===== src/rtl/univ_shift_seq_pkg.sv =====
// Shared definitions for the universal shift sequencer: mode codes, FSM states
// and a legality helper used when an operation is accepted.
package univ_shift_seq_pkg;

  localparam int MODE_W = 3;

  localparam logic [MODE_W-1:0] MODE_LOAD = 3'b000;
  localparam logic [MODE_W-1:0] MODE_SHR  = 3'b001;
  localparam logic [MODE_W-1:0] MODE_SHL  = 3'b010;
  localparam logic [MODE_W-1:0] MODE_ASR  = 3'b011;
  localparam logic [MODE_W-1:0] MODE_ROR  = 3'b100;
  localparam logic [MODE_W-1:0] MODE_ROL  = 3'b101;

  typedef enum logic [1:0] {
    ST_IDLE = 2'd0,
    ST_RUN  = 2'd1,
    ST_DONE = 2'd2
  } state_t;

  // Codes 110/111 are reserved: they complete the handshake but leave q alone.
  function automatic logic is_shift_mode(input logic [MODE_W-1:0] mode);
    return (mode != MODE_LOAD) && (mode <= MODE_ROL);
  endfunction

endpackage


===== src/rtl/univ_shift_seq_if.sv =====
// Controller-facing bundle of the shift sequencer: operation request on one
// side, register contents, handshake and status flags on the other.
interface univ_shift_seq_if #(
  parameter int N  = 8,
  parameter int CW = 4
);
  logic          en;
  logic          start;
  logic [2:0]    mode;
  logic [CW-1:0] amount;
  logic [N-1:0]  d_in;
  logic          ser_in;

  logic [N-1:0]  q;
  logic          busy;
  logic          done;
  logic          zero;
  logic          lsb;
  logic          msb;

  modport master (
    output en, start, mode, amount, d_in, ser_in,
    input  q, busy, done, zero, lsb, msb
  );

  modport slave (
    input  en, start, mode, amount, d_in, ser_in,
    output q, busy, done, zero, lsb, msb
  );
endinterface


===== src/rtl/univ_shift_step.sv =====
// Single-position step of the universal shifter; purely combinational.
// LOAD and reserved codes pass the register through unchanged.
module univ_shift_step
  import univ_shift_seq_pkg::*;
#(
  parameter int N = 8
) (
  input  logic [N-1:0]      q,
  input  logic [MODE_W-1:0] mode,
  input  logic              ser_in,
  output logic [N-1:0]      q_next
);

  always_comb begin
    // NOTE: default first so every path assigns q_next and no latch is inferred.
    q_next = q;
    case (mode)
      MODE_SHR: q_next = {ser_in, q[N-1:1]};
      MODE_SHL: q_next = {q[N-2:0], ser_in};
      MODE_ASR: q_next = {q[N-1], q[N-1:1]};
      MODE_ROR: q_next = {q[0], q[N-1:1]};
      MODE_ROL: q_next = {q[N-2:0], q[N-1]};
      default:  q_next = q;
    endcase
  end

endmodule


===== src/rtl/univ_shift_seq.sv =====
// Universal shift register with a start/busy/done sequencer that applies one
// single-bit step of the latched mode per enabled cycle.
module univ_shift_seq
  import univ_shift_seq_pkg::*;
#(
  parameter int N  = 8,
  parameter int CW = 4
) (
  input  logic             clk,
  input  logic             clr,
  univ_shift_seq_if.slave  bus
);

  state_t            state, state_n;
  logic [N-1:0]      q_r, q_n;
  logic [CW-1:0]     count, count_n;
  logic [MODE_W-1:0] mode_r, mode_n;
  logic [N-1:0]      step_q;

  univ_shift_step #(.N(N)) u_step (
    .q      (q_r),
    .mode   (mode_r),
    .ser_in (bus.ser_in),
    .q_next (step_q)
  );

  always_ff @(posedge clk or posedge clr) begin
    if (clr) begin
      state  <= ST_IDLE;
      q_r    <= '0;
      count  <= '0;
      mode_r <= MODE_LOAD;
    end else begin
      // NOTE: non-blocking so all state updates see pre-edge values.
      state  <= state_n;
      q_r    <= q_n;
      count  <= count_n;
      mode_r <= mode_n;
    end
  end

  always_comb begin
    state_n = state;
    q_n     = q_r;
    count_n = count;
    mode_n  = mode_r;
    case (state)
      ST_IDLE: begin
        if (bus.en && bus.start) begin
          mode_n = bus.mode;
          if (bus.mode == MODE_LOAD) begin
            q_n     = bus.d_in;
            state_n = ST_DONE;
          end else if (bus.amount == '0 || !is_shift_mode(bus.mode)) begin
            state_n = ST_DONE;
          end else begin
            count_n = bus.amount;
            state_n = ST_RUN;
          end
        end
      end
      ST_RUN: begin
        // en low freezes q, count and state together.
        if (bus.en) begin
          q_n     = step_q;
          count_n = count - CW'(1);
          if (count == CW'(1)) state_n = ST_DONE;
        end
      end
      ST_DONE: state_n = ST_IDLE;
      default: state_n = ST_IDLE;
    endcase
  end

  assign bus.q    = q_r;
  assign bus.busy = (state != ST_IDLE);
  assign bus.done = (state == ST_DONE);
  assign bus.zero = (q_r == '0);
  assign bus.lsb  = q_r[0];
  assign bus.msb  = q_r[N-1];

endmodule


===== src/flat_wrapper.sv =====
// flat-port wrapper written by rule: the top's interface ports become plain ports
module univ_shift_seq_flat import univ_shift_seq_pkg::*;
#(
  parameter int N  = 8,
  parameter int CW = 4
)
  (clk, clr, bus_en, bus_start, bus_mode, bus_amount, bus_d_in, bus_ser_in, bus_q, bus_busy, bus_done, bus_zero, bus_lsb, bus_msb);
  univ_shift_seq_if #(.N(N), .CW(CW)) bus_i ();
  input  logic clk;
  input  logic clr;
  input wire logic [$bits(bus_i.en)-1:0] bus_en;
  input wire logic [$bits(bus_i.start)-1:0] bus_start;
  input wire logic [$bits(bus_i.mode)-1:0] bus_mode;
  input wire logic [$bits(bus_i.amount)-1:0] bus_amount;
  input wire logic [$bits(bus_i.d_in)-1:0] bus_d_in;
  input wire logic [$bits(bus_i.ser_in)-1:0] bus_ser_in;
  output wire logic [$bits(bus_i.q)-1:0] bus_q;
  output wire logic [$bits(bus_i.busy)-1:0] bus_busy;
  output wire logic [$bits(bus_i.done)-1:0] bus_done;
  output wire logic [$bits(bus_i.zero)-1:0] bus_zero;
  output wire logic [$bits(bus_i.lsb)-1:0] bus_lsb;
  output wire logic [$bits(bus_i.msb)-1:0] bus_msb;
  assign bus_i.en = bus_en;
  assign bus_i.start = bus_start;
  assign bus_i.mode = bus_mode;
  assign bus_i.amount = bus_amount;
  assign bus_i.d_in = bus_d_in;
  assign bus_i.ser_in = bus_ser_in;
  assign bus_q = bus_i.q;
  assign bus_busy = bus_i.busy;
  assign bus_done = bus_i.done;
  assign bus_zero = bus_i.zero;
  assign bus_lsb = bus_i.lsb;
  assign bus_msb = bus_i.msb;
  univ_shift_seq #(.N(N), .CW(CW)) u_core (.clk(clk), .clr(clr), .bus(bus_i));
endmodule

===== config.mk =====
export PLATFORM = sky130hd
export DESIGN_NAME = univ_shift_seq_flat
export DESIGN_NICKNAME = d
export VERILOG_FILES = /design/src/rtl/univ_shift_seq_pkg.sv /design/src/rtl/univ_shift_seq_if.sv /design/src/rtl/univ_shift_step.sv /design/src/rtl/univ_shift_seq.sv /design/src/flat_wrapper.sv
export SDC_FILE = /design/constraint.sdc
export NUM_CORES = 1
export LEC_CHECK = 0
export CAP_MARGIN = 25
export CORE_MARGIN = 1
export CORE_UTILIZATION = 45
export DETAILED_ROUTE_END_ITERATION = 8
export PLACE_DENSITY = 0.73
export SETUP_SLACK_MARGIN = 0.1
export SLEW_MARGIN = 0
export SYNTH_ARGS = -nofsm -noshare
export SYNTH_HDL_FRONTEND = slang
export SYNTH_HIERARCHICAL = 1
export SYNTH_SLANG_ARGS = --single-unit

===== constraint.sdc =====
create_clock -name clk -period 2.4 [get_ports clk]
set_input_delay 0.48 -clock clk [delete_from_list [all_inputs] [get_ports clk]]
set_output_delay 0.48 -clock clk [all_outputs]
set_load 0.03 [all_outputs]

Yosys cells after proc, flatten, opt, wreduce, memory -nomap -nowiden
Index checks and enable logic that the tools add are counted.
{"block": "totals", "memories": 0, "word_cells": 56, "latchBits": 0, "output_inout_bits": 13, "romBits": 0, "ff_bits": 17, "ram_bits": 0, "input_bits": 20}
{"block": "classes", "n_mux": 16, "n_bitwise": 0, "addsub": 1, "n_div": 0, "n_reduce_logical": 16, "n_mul": 0, "n_lt_le_gt_ge": 1, "n_eq_ne": 17, "n_shift": 0}
{"cell": "8-bit case mux with 5 select lines", "n": 1}
{"cell": "8-bit two-way mux", "n": 3}
{"cell": "4-bit two-way mux", "n": 4}
{"cell": "8-bit case mux with 2 select lines", "n": 1}
{"cell": "2-bit two-way mux", "n": 5}
{"cell": "5-bit AND reduction", "n": 2}
{"cell": "8-bit zero test", "n": 1}
{"cell": "2-bit inequality test (second input constant)", "n": 4}
{"cell": "4-bit case mux with 2 select lines", "n": 1}
{"cell": "3-bit by 2-bit == test with 1-bit output (second input constant)", "n": 2}
{"cell": "3-bit == test (second input constant)", "n": 2}
{"cell": "2-bit by 1-bit inequality test with 1-bit output (second input constant)", "n": 3}
{"cell": "6-bit inequality test (second input constant)", "n": 1}
{"cell": "6-bit AND reduction", "n": 1}
{"cell": "5-bit inequality test (second input constant)", "n": 1}
{"cell": "4-bit by 1-bit == test with 1-bit output (second input constant)", "n": 1}
{"cell": "4-bit zero test", "n": 1}
{"cell": "2-bit case mux with 2 select lines", "n": 1}
{"cell": "2-bit nonzero test", "n": 2}
{"cell": "4-bit by 1-bit subtractor with 4-bit output (second input constant)", "n": 1}
{"cell": "3-bit by 1-bit == test with 1-bit output (second input constant)", "n": 1}
{"cell": "3-bit less-or-equal comparator (second input constant)", "n": 1}
{"cell": "3-bit zero test", "n": 1}
{"cell": "3-bit AND reduction", "n": 1}
{"cell": "8 further kinds", "n": 9}

Logic depth before layout (Yosys ltp)
Gate-level depths: netlist (run 1).
{"block": "logic_depth", "depth_word": 8, "mapped_depth": 7, "mapped_depth_nobuf": 5}

Hierarchy
The synthesis (run 1) kept the hierarchy.
{"mod": "univ_shift_seq", "cells_per_inst": 96, "seq_area_each_um2": 425.4, "n_inst": 1, "area_each_um2": 969.7}
{"mod": "univ_shift_step", "cells_per_inst": 59, "seq_area_each_um2": 0.0, "n_inst": 1, "area_each_um2": 420.4}

Worst setup path after synthesis (run 1)
No wires, ideal clock.
{"block": "synth_path", "path_kind": "flip-flop to output port", "startpoint": "reg u_core.q_r[0] (netlist: u_core/bus.q[0])", "endpoint": "out bus_zero", "arrival_ns": 1.526, "required_time_ns": 1.920, "setup_slack_ns": 0.394, "stages_incl_launch_ff": 3, "n_path_buf": 0, "path_cell_list": "dfrtp_1 -> or4_1 -> nor2_1"}
{"block": "synth_via", "elab_chain_cells": 1}
{"element": "from (decl)", "line_no": "univ_shift_seq.sv:15", "source": "logic [N-1:0] q_r, q_n;"}
{"element": "from (signal assigned)", "line_no": "univ_shift_seq.sv:36", "source": "q_r <= q_n;"}
{"element": "8-bit zero test", "line_no": "univ_shift_seq.sv:78", "source": "assign bus.zero = (q_r == '0);"}
{"element": "to (decl)", "line_no": "flat_wrapper.sv:20", "source": "output wire logic [$bits(bus_i.zero)-1:0] bus_zero;"}
Every way passes these cells.

Final worst setup path (run 1)
{"block": "layout_path", "startpoint": "reg u_core.state[0]", "endpoint": "out bus_busy"}
{"block": "layout_via", "elab_chain_cells": 1}
{"element": "from (decl)", "line_no": "univ_shift_seq.sv:14", "source": "state_t state, state_n;"}
{"element": "from (signal assigned)", "line_no": "univ_shift_seq.sv:35", "source": "state <= state_n;"}
{"element": "2-bit nonzero test", "line_no": "univ_shift_seq.sv:76", "source": "assign bus.busy = (state != ST_IDLE);"}
{"element": "to (decl)", "line_no": "flat_wrapper.sv:18", "source": "output wire logic [$bits(bus_i.busy)-1:0] bus_busy;"}
Every way passes these cells.

==> impl_metrics.toml, run 1 <==
[run]
drv_cap = 0

[worst_hold_path]
hold_class = "in -> async"

[routing]
via_per_inst = 5.96
wl_per_cell_um = 15.7
routed_wl_um = 3390
drt_iter0_markers = 69
antenna_left = 0
num_vias = 1288
drc = 1
dr.pass1.iters = 6

[setup_path]
crit_required_ns = 1.92
reg2reg_depth = 5
worst_setup_path_end_kind = "primary output"
path_max_fanout = 10
cp-start-kind = "flop"
crit_arrival_ns = 1.70
critical_path_class = "reg -> out"

[timing]
relSlewSlack_pct = 38.5
fin_crit_ns = 2.18
worst_slew_pin_slew_ns = 0.922
rsz0062_at_grt = "no"
setup_tns_ns = 0
setup_slack_ns = 0.221
fmax_ghz = 0.459
fin_worst_skew_ns = 0.00533
hold_viol_final = 0
setup-violations-final = 0
timing.final.crit_share_pct = 90.8
slew_viol_final = 0

[yosys]
synth_compound_area_share_pct = 27.0
ys_warn_count = 6
synthArstFlopShare_pct = 100
synth_top_family_by_area = "compound AO/OA/AOI/OAI gates"
synth_simple_gate_area_share_pct = 22.0
avgSynthCellArea_um2 = 8.97
synth_flop_cell = "dfrtp_1"
synth_xor_area_share_pct = 0
syn_nets = 177
synthCells = 155
ys_types = 42
syn_area_um2 = 1390
muxShareOfSynthArea_pct = 11.1
synth_adder_area_share_pct = 1.80
ys_seq_elements = 17
seq_area_frac_synth_pct = 30.6
synth_edf_count = 0

[die]
die_h_um = 57.6
initial_core_util_pct = 48.7
dieArea_um2 = 3320
num_rows = 19
coreArea_um2 = 2850
ios = 33
die_w_um = 57.6

[clock_network]
root_buffer = "clkbuf_4"
h-tree-depth = 1
cts_tree = "built"
cts_hold_buf = 0
clk_latency_ns = 0.29
clock_sinks = 17
cts_buffer_depth = 2
numCtsBuffers = 3
clkSlewWorstSetupHoldPaths_ns = 0.10

[global_route]
grt_pass1_vias = 1236
grt_overflow_total = 0
grt_usage_pct = 22.1
grt_max_degree = 33
grt_pass1_wl_um = 5660
antenna_found_initial = 0

[cells_and_area]
final_nets = 208
syn_to_final_growth_pct = 24.4
diodes = 0
drive_gt1_share_pct = 13.0
fin_util_pct = 60.6
final_common_cell = "clkdlybuf4s50_1"
final_cell_mix = "clkdlybuf4s50_1 (31), dfrtp_1 (17), o21ai_0 (13)"

[place]
pre_cts_ws_ns = 0.209
place_congestion = 0.827
io_buffers = 32
detailed_place_hpwl_um = 2450

[power_and_ir_drop]
internal-power_w = 0.00125
ir_drop_mv = 0.540
power_frac_seq_pct = 28.8
netSwitchingPower_w = 0.00117
cellPowerDensity_nw_per_um2 = 1400
clockPowerShare_pct = 6.4
swShare_pct = 48.4
p_leak_nw = 0.710
combPwrFrac_pct = 64.8

[run_status]
violations = "design-rule violations"
status = "finished, violations left"
registers in the layout, summed over array words and instances (netlist names):
register       count
u_core/bus.q       8
u_core/count       4
u_core/mode_r      3
u_core/state       2
critical path: stages, from the launching register on:
cell and delay [ns]:
dfrtp_1 0.50, or2_2 0.31, clkdlybuf4s50_1 0.59
metrics by stage:
stage               area (µm²)  hold WS [ns]  std cells  power, W
floorplan                 1390         0.406        155   0.00185
global placement          1710         0.557        212   0.00223
detailed placement        1710         0.564        212   0.00226
CTS                       1730         0.586        216   0.00242
global route              1730         0.600        216   0.00262
finish                    1730         0.567        216   0.00242
layout make-up:
| class | count | area [µm²] |
|---|---|---|
| clock buffer | 4 | 26.3 |
| sequential | 17 | 425 |
| tap | 31 | 38.8 |
| inverter | 3 | 11.3 |
| fill | 269 | 1120 |
| timing repair buffer | 39 | 368 |
| multi-input combinational | 122 | 860 |
timing repair:
item                       CTS  global route
gates resized for setup      1             2
setup endpoints to repair    1             1
cloned                       0             0
buffers inserted             0             0
path summary, 6_finish.rpt:
| check | end | slack (ns) | start |
|---|---|---|---|
| worst min register to register | u_core/count[1] | 0.58 | u_core/count[1] |
| worst max-delay path | bus_busy | 0.22 | u_core/state[0] |
| max in group asynchronous | u_core/count[1] | 1.41 | clr |
| worst min-delay path | u_core/bus.q[4] | 0.57 | clr |
| min in group clk | u_core/count[1] | 0.58 | u_core/count[1] |
| worst max register to register | u_core/bus.q[0] | 0.46 | u_core/mode_r[2] |
power groups by stage:
stage / clock network, W / logic (W) / registers, W
2_1_floorplan: 0 / 0.00116 / 0.000682
3_5_place_dp: 0 / 0.00157 / 0.000698
6_report: 0.000155 / 0.00157 / 0.000698
3_3_place_gp: 0 / 0.00154 / 0.000687
5_1_grt: 0.000170 / 0.00172 / 0.000730
4_1_cts: 0.000164 / 0.00157 / 0.000690
cell families after synthesis:
group                    after synthesis
AO/OA/AOI/OAI                         51
adder cells (fa/ha/maj)                2
buffers and inverters                 16
flip-flops                            17
multiplexers                          15
AND/OR/NAND/NOR                       54
synthesized netlist by cell type, types with 2 or more instances:
master     instances  area share [%]
or4_1              3             1.6
buf_2              6             2.2
nor2b_1            4             1.8
buf_4              4             2.2
o21a_1             2             1.1
a221oi_1           6             3.8
nand2b_1           7             3.2
mux2i_1           12             8.6
a21boi_0           5             2.7
inv_1              3            0.81
nor3_1             3             1.1
dfrtp_1           17              31
o21ai_0           13             4.7
ha_1               2             1.8
nor2_1             8             2.2
mux2_2             3             2.4
a2bb2oi_1          2             1.3
buf_6              3             2.4
o221ai_1           2             1.3
or3_1              6             2.7
nand2_1           12             3.2
or2_2              4             1.8
o22ai_1            7             3.2
a211oi_1           3             1.6
per-layer routing:
layer	wire length [µm]	part of all wire, %	up-vias	track usage, %
li1	-	-	644	-
met1	1620	48	609	30.3
met2	1620	48	30	36.2
met3	128	3.8	5	4.76
met4	21	0.62	0	4.18
met5	0	0	-	0
Note: power is estimated with default switching activity, not from simulation.
==> inputs of run 2 (changes only) <==
--- a/config.mk
+++ b/config.mk
@@ -6,6 +6,7 @@
 export NUM_CORES = 1
 export LEC_CHECK = 0
 export CAP_MARGIN = 25
+export CORE_ASPECT_RATIO = 0.7
 export CORE_MARGIN = 1
 export CORE_UTILIZATION = 45
 export DETAILED_ROUTE_END_ITERATION = 8
==> constraint.sdc (replaced) <==
create_clock -name clk -period 2.15 [get_ports clk]
set_input_delay 0.3225 -clock clk [delete_from_list [all_inputs] [get_ports clk]]
set_output_delay 0.3225 -clock clk [all_outputs]
set_load 0.03 [all_outputs]
==> impl_metrics.toml, run 2 (synthesized netlist as in run 1, its figures left out) <==
[timing]
fmax_ghz = 0.502
slew_viol_final = 0
fin_crit_ns = 1.99
worst_slew_pin_slew_ns = 0.664
setup-violations-final = 0
fin_worst_skew_ns = 0.00584
hold_viol_final = 0
rsz0062_at_grt = "no"
timing.final.crit_share_pct = 92.6
relSlewSlack_pct = 55.7
setup_tns_ns = 0

[cells_and_area]
largest_reg_flops = 8
instances_no_fill = 225
final_common_cell = "clkdlybuf4s50_1"
final_cell_mix = "clkdlybuf4s50_1 (31), dfrtp_1 (15), o21ai_0 (13)"
diodes = 0
design_area_um2 = 1790
syn_to_final_growth_pct = 28.5
final_nets = 212
drive_gt1_share_pct = 15.9

[setup_path]
crit_required_ns = 1.83
path_max_fanout = 10
cp_cell_sequence = "or2_2 -> clkdlybuf4s50_1"
crit_arrival_ns = 1.67
worst_setup_path_end_kind = "primary output"
critical_path_class = "reg -> out"
slowest_delay_ns = 0.59
critical-path-slowest-cell = "clkdlybuf4s50_1"
cp-start-kind = "flop"

[power_and_ir_drop]
p_leak_nw = 0.735
cellPowerDensity_nw_per_um2 = 1590
ir_drop_mv = 0.882

[die]
dieArea_um2 = 3320
ios = 33
initial_core_util_pct = 48.6
coreArea_um2 = 2860
die_w_um = 68.4
num_rows = 16
die_h_um = 48.5

[clock_network]
cts_tree = "built"
clock_sinks = 17
clk_latency_ns = 0.25
cts_buffer_depth = 2
clkSlewWorstSetupHoldPaths_ns = 0.07
numCtsBuffers = 3
h-tree-depth = 1
root_buffer = "clkbuf_8"

[place]
detailed_place_hpwl_um = 2720
io_buffers = 32
place_congestion = 0.846
placedInstanceArea_um2 = 1740
dp.cells = 221

[routing]
via_per_inst = 6.00
wl_per_cell_um = 15.7
num_vias = 1351
drt_iter0_markers = 89
dr.pass1.iters = 4
routed_wl_um = 3530
antenna_left = 0
drc = 0

[global_route]
grt_usage_pct = 24.2
grt_pass1_vias = 1237
grt_pass1_wl_um = 6040
antenna_found_initial = 0
grt_overflow_total = 0
grt_max_degree = 33

[run]
drv_cap = 0

[worst_hold_path]
hold_class = "in -> async"

[run_status]
status = "complete, no violations"
-- run 2: cell count changes in the layout (fill, tap and decap cells not counted), sizes merged --
cell / previous run / this run
buf: 7 / 11
-- run 2: power by group --
| part | total (W) | internal, W | leakage [nW] | switching (W) |
|---|---|---|---|---|
| clock | 0.000240 | 0.000131 | 0.0228 | 0.000109 |
| combinational | 0.00186 | 0.000901 | 0.509 | 0.000958 |
| sequential | 0.000749 | 0.000475 | 0.203 | 0.000274 |
| total | 0.00285 | 0.00151 | 0.735 | 0.00134 |
-- run 2: timing repair --
action	in CTS	in global routing
pin swaps	0	0
setup endpoints to repair	1	4
gates resized for setup	1	4
buffers inserted	0	0
gates cloned	0	0
hold buffers	0	0
-- run 2: critical path: cells and delay by family, from the launching register on --
family,cells,cell delay [ns]
simple gates,1,0.32
buf+inv,1,0.59
flops,1,0.50
-- run 2: worst paths after layout --
path,startpoint,endpoint,slack [ns],cells after the start
worst min register to register,u_core/count[1],u_core/count[1],0.57,2
worst min-delay path,clr,u_core/mode_r[1],0.46,2
worst max-delay path,u_core/state[0],bus_busy,0.16,2
worst max register to register,u_core/mode_r[1],u_core/bus.q[2],0.37,5
min in group clk,u_core/count[1],u_core/count[1],0.57,2
max in group asynchronous,clr,u_core/mode_r[2],1.23,2
-- run 2: routing by layer --
metal  share of wire (%)  track usage (%)  wire length (µm)
met1                  47             37.0              1640
met3                 8.3             5.90               291
met5                   0                0                 0
met2                  45             35.9              1590
met4                   0             1.39                 0
-- run 2: metrics by stage --
step           setup slack (ns)  total power (W)  utilization, %  hold WS (ns)
2_1_floorplan             0.301          0.00206               -         0.249
5_1_grt                   0.116          0.00307            62.4         0.528
3_5_place_dp              0.171          0.00260            60.9         0.557
3_3_place_gp              0.179          0.00253            60.9         0.549
6_report                  0.159          0.00285            62.4         0.458
4_1_cts                   0.164          0.00284            62.5         0.476
-- run 2: cell type report --
type / count / area (µm²)
tap: 36 / 45.0
fill: 253 / 1080
multi-input combinational: 122 / 860
timing repair buffer: 43 / 398
clock buffer: 4 / 45.0
sequential: 17 / 428
inverter: 3 / 11.3
==> variant 1 (config.mk and constraints of run 2) <==
`N` is set to 8 in 4 places; all go to 4.
--- a/src/rtl/univ_shift_seq_if.sv
+++ b/src/rtl/univ_shift_seq_if.sv
@@ -1,7 +1,7 @@
 // Controller-facing bundle of the shift sequencer: operation request on one
 // side, register contents, handshake and status flags on the other.
 interface univ_shift_seq_if #(
-  parameter int N  = 8,
+  parameter int N  = 4,
   parameter int CW = 4
 );
   logic          en;
--- a/src/rtl/univ_shift_step.sv
+++ b/src/rtl/univ_shift_step.sv
@@ -3,7 +3,7 @@
 module univ_shift_step
   import univ_shift_seq_pkg::*;
 #(
-  parameter int N = 8
+  parameter int N = 4
 ) (
   input  logic [N-1:0]      q,
   input  logic [MODE_W-1:0] mode,
--- a/src/rtl/univ_shift_seq.sv
+++ b/src/rtl/univ_shift_seq.sv
@@ -3,7 +3,7 @@
 module univ_shift_seq
   import univ_shift_seq_pkg::*;
 #(
-  parameter int N  = 8,
+  parameter int N  = 4,
   parameter int CW = 4
 ) (
   input  logic             clk,
--- a/src/flat_wrapper.sv
+++ b/src/flat_wrapper.sv
@@ -1,7 +1,7 @@
 // flat-port wrapper written by rule: the top's interface ports become plain ports
 module univ_shift_seq_flat import univ_shift_seq_pkg::*;
 #(
-  parameter int N  = 8,
+  parameter int N  = 4,
   parameter int CW = 4
 )
   (clk, clr, bus_en, bus_start, bus_mode, bus_amount, bus_d_in, bus_ser_in, bus_q, bus_busy, bus_done, bus_zero, bus_lsb, bus_msb);
Ports: changed (resized bus_d_in and bus_q); port bits go from 33 to 25. No check against the original RTL was run, so the function may have changed too.
==> variant 1 against run 2 <==
  * Combinational power shrank 38%
  * Largest cell class unchanged
  * Sequential cell count is 4 lower
  * Non-clock buffer count down 17
  * Design area fell by 31%
  * Count of clock-buffer cells in the layout did not move
  * Worst setup slack gained 87 ps
  * Power is 34% lower
  * Routed wire length is 37% lower
  * Final cell count fell by 33%
  * Area after synthesis fell by 30%
  * The run now ends with design-rule violations left
==> variant 1: results <==
metrics = {
    "status": {
        "status": "finished with violations",
        "failed_checks": "design-rule violations",
    },
    "critical_path": {
        "crit_path_max_fanout": 8,
        "rr_startpoint": "u_core/mode_r[2]$_DFFE_PP0P_",
        "r2r_end": "u_core/bus.q[3]$_DFFE_PP0P_",
        "regToRegSetupSlack_ps": 450,
        "worstPathArrival_ps": 1580,
    },
    "yosys": {
        "ys_top_cells_by_area": "dfrtp_1, mux2i_1, nand2_1",
        "ys_seq_area_frac": 0.333,
        "async_reset_ff_frac": 1.00,
        "syn_nets": 123,
        "synth_cell_types": 43,
        "synthCells": 105,
        "synth_common_cells": "dfrtp_1, nand2_1, mux2i_1",
    },
    "timing": {
        "worst_slew_pin_slew_ps": 485,
        "period_share": 0.885,
        "whs_ps": 372,
        "clock-skew-final_ps": 2.23,
    },
    "route": {
        "drc": 2,
        "wl_mm": 2.21,
        "drt_pre_antenna_iters": 6,
        "first_iter_violations": 45,
        "routed_via_density": 5.75,
    },
    "clocking": {
        "root_buffer": "clkbuf_4",
        "clk_latency_ps": 270,
        "cts_buffers": 3,
    },
    "placed_design": {
        "gp_congestion": 0.926,
        "place_hpwl_mm": 1.77,
        "io_buffers": 24,
    },
    "global_routing": {
        "grt_pass1_wl_mm": 3.66,
        "grt_max_degree": 17,
        "grt_pass1_vias": 760,
        "grt.total_usage": 0.221,
    },
    "cells_and_area": {
        "fin_cells": 151,
        "drive_above_1_share": 0.132,
    },
    "power": {
        "ir_worst_vdd_mv": 0.689,
        "leakagePower_nw": 0.525,
    },
}
variant 1: how the worst max path moves through the flow:
stage,from,end,slack [ps],cells past startpoint
2_1_floorplan,u_core/bus.q[0]$_DFFE_PP0P_,bus_zero,250,1
3_5_place_dp,bus_mode[1],u_core/bus.q[0]$_DFFE_PP0P_,170,5
6_report,u_core/state[1]$_DFFE_PP0P_,bus_done,250,2
4_1_cts,u_core/state[0]$_DFFE_PP0P_,bus_busy,150,2
3_3_place_gp,bus_mode[1],u_core/bus.q[3]$_DFFE_PP0P_,220,5
5_1_grt,u_core/state[1]$_DFFE_PP0P_,bus_done,140,2
variant 1: metal layers:
layer  part of all wire  global-route usage  vias to the layer above
met1               0.54               0.336                      401
met5                  0                   0                        -
li1                   -                   -                      436
met4                  0              0.0357                        0
met2               0.40               0.311                       31
met3              0.056              0.0662                        0
variant 1: stage by stage:
| step | setup slack [ps] | total power, mW | instance area (um2) |
|---|---|---|---|
| after floorplan | 252 | 1.44 | 976 |
| after global placement | 222 | 1.72 | 1210 |
| after detailed placement | 170 | 1.74 | 1210 |
| after CTS | 152 | 1.88 | 1240 |
| after global routing | 140 | 2.04 | 1240 |
| final | 247 | 1.89 | 1240 |
variant 1: cell families after synthesis:
| family | share of synthesized area |
|---|---|
| AND/OR/NAND/NOR | 0.209 |
| buffers and inverters | 0.0692 |
| adder cells (fa/ha/maj) | 0.0256 |
| flip-flops | 0.333 |
| multiplexers | 0.129 |
| AO/OA/AOI/OAI | 0.233 |
variant 1: report_power, final:
part	switching, mW	internal [mW]
sequential	0.238	0.359
clock	0.0723	0.0718
combinational	0.587	0.559
variant 1: timing repair:
action                                 4_1_cts  5_1_grt
endpoints found under the hold margin        0        0
setup endpoints to repair                    1        1
gates resized for setup                      1        1
variant 1: final cells by class:
class	count	area, um2
inverter	6	22.5
multi-input combinational	80	583
sequential	13	325
timing repair buffer	26	256
fill	167	711
tap	22	27.5
clock buffer	4	26.3
variant 1: worst max-delay path, cell delays in order, from the launching register on:
cell	delay, ps
dfrtp_1	470
nor2b_1	170
clkdlybuf4s50_1	670
==> variant 2 (settings of run 2) <==
Made on the original files. `q_r` no longer has a reset.
--- a/src/rtl/univ_shift_seq.sv
+++ b/src/rtl/univ_shift_seq.sv
@@ -27,16 +27,18 @@
   always_ff @(posedge clk or posedge clr) begin
     if (clr) begin
       state  <= ST_IDLE;
-      q_r    <= '0;
       count  <= '0;
       mode_r <= MODE_LOAD;
     end else begin
       // NOTE: non-blocking so all state updates see pre-edge values.
       state  <= state_n;
-      q_r    <= q_n;
       count  <= count_n;
       mode_r <= mode_n;
     end
+  end
+
+  always_ff @(posedge clk) begin
+    q_r <= q_n;
   end
 
   always_comb begin
Behaviour: not the same (Yosys sat finds a counterexample within 4 cycles, from zero or initial values; the reset may be asserted at any time).
==> variant 2 against run 2 <==
  * First-iteration DRC count fell by 13%
  * Core utilization fell by 2.1 points
  * Largest power group unchanged
  * Sequential power shrank 3%
  * Critical path type unchanged
  * Critical path depth stayed put
  * Global-route usage decreased by 2.3 points
  * Final cell count decreased by 1.3%
  * Design area shrank 4.0%
  * Count of clock-buffer cells in the layout down 1
  * Combinational power fell by 24%
  * Sequential cell count unchanged
  * Power decreased by 16%
  * Routed wire length down 6.3%
  * Area after synthesis down 2.0%
  * Worst setup slack improved by 8.8 ps
==> variant 2: results <==
metrics = {
    "cells_and_area": {
        "antennaDiodeCount": 0,
        "nNetsFinal": 209,
        "drive_above_1_share": 0.0860,
        "largest_reg_flops": 8,
        "fillers": 273,
    },
    "yosys": {
        "yosys_warnings": 6,
        "ys_seq_area_frac": 0.342,
        "syn_nets": 182,
        "synth_cell_types": 42,
        "async_reset_ff_frac": 0.529,
        "synth_edf_count": 8,
        "synth_common_cells": "nand2_1, nor2_1, dfrtp_1, nand2b_1, edfxtp_1",
        "ys.flop_type": "dfrtp_1",
        "synth_largest_area_cell": "edfxtp_1",
        "ys_top_cells_by_area": "edfxtp_1, dfrtp_1, nand2_1",
    },
    "global_routing": {
        "grt.total_usage": 0.220,
        "antenna_found_initial": 0,
        "grt_max_degree": 32,
        "grt_pass1_vias": 1014,
        "grt_pass1_wl_mm": 5.06,
    },
    "route": {
        "first_iter_violations": 77,
        "drt_pre_antenna_iters": 4,
        "wl_mm": 3.31,
        "vias": 1281,
    },
    "hold_path": {
        "hold_class": "in2async",
    },
    "placed_design": {
        "gp_congestion": 0.855,
        "placedInstanceArea_um2": 1670,
        "io_buffers": 32,
        "place_hpwl_mm": 2.40,
    },
    "clocking": {
        "root_buffer": "clkbuf_8",
        "cts_setup_buffers": 0,
        "clk_latency_ps": 260,
        "ctsHoldBuffers": 0,
        "cts.path.max_buffers": 2,
        "h-tree-depth": 1,
        "cts_buffers": 3,
        "path_clk_slew_ps": 70,
        "cts_resized": 0,
    },
    "critical_path": {
        "slowest_stage": "clkdlybuf4s50_1",
        "cp_slowest_stage_delay_ps": 590,
        "regToRegSetupSlack_ps": 330,
        "crit_path_max_fanout": 9,
        "worstPathArrival_ps": 1660,
    },
    "power": {
        "ir_worst_vdd_mv": 0.699,
        "leakagePower_nw": 0.667,
    },
    "timing": {
        "clock-skew-final_ps": 0.765,
        "worst_slew_pin_slew_ps": 610,
    },
    "status": {
        "status": "finished, final reports clean",
    },
}
## variant 2: cell count changes in the layout (fill, tap and decap cells not counted), moves of 6 or more
cell and delta:
dfrtp_1 -6, mux2i_1 -8, o21ai_0 -7, buf_4 -9
edfxtp_1 +8, nand2_1 +17
## variant 2: area by class of cell
class | count | area (um2) | area share
clock buffers | 3 | 41.3 | 0.0241
clock inverters | 1 | 7.51 | 0.00438
inverters | 3 | 11.3 | 0.00656
multi-input cells | 128 | 800 | 0.466
flip-flops and latches | 17 | 465 | 0.271
well taps | 36 | 45.0 | 0.0263
repair buffers | 34 | 345 | 0.201
## variant 2: layer usage
layer	track usage	part of all wire	vias up
met5	0	0	-
met4	0.0750	0.0097	0
met3	0.0429	0.033	4
met2	0.301	0.42	25
met1	0.339	0.54	612
li1	-	-	640
## variant 2: cells by family after synthesis
logic type	count (synthesis)	share of synthesized area
and+or+nand+nor	74	0.274
AOI/OAI and AO/OA	45	0.241
DFF	17	0.342
adders and majority gates	2	0.0184
buffers and inverters	15	0.0716
muxes	7	0.0542
## variant 2: critical path: cells and delay by family (launching register included)
family        cells  cell delay, ps
buf+inv           1             590
flops             1             480
simple gates      1             320
## variant 2: stage by stage
step / setup WS (ps) / util / std cells / hold WS [ps]
after floorplan: 288 / - / 160 / 150
after global placement: 275 / 0.586 / 218 / 530
after detailed placement: 223 / 0.586 / 218 / 548
after CTS: 171 / 0.603 / 222 / 333
after global routing: 112 / 0.603 / 222 / 371
final: 168 / 0.603 / 222 / 324
## variant 2: worst paths after layout
check	startpoint	endpoint	depth (start not counted)
max	u_core/state[0]$_DFFE_PP0P_	bus_busy	2
max in group asynchronous	clr	u_core/count[1]$_DFFE_PP0P_	2
max reg2reg	u_core/mode_r[0]$_DFFE_PP0P_	u_core/bus.q[1]$_DFFE_PP_	5
min	clr	u_core/mode_r[2]$_DFFE_PP0P_	2
min reg2reg	u_core/state[1]$_DFFE_PP0P_	u_core/state[1]$_DFFE_PP0P_	1
min in group clk	u_core/state[1]$_DFFE_PP0P_	u_core/state[1]$_DFFE_PP0P_	1
## variant 2: where the power goes
group	switching [mW]	total (mW)	internal, mW
Clock	0.116	0.247	0.131
Sequential	0.220	0.729	0.509
Combinational	0.777	1.41	0.637
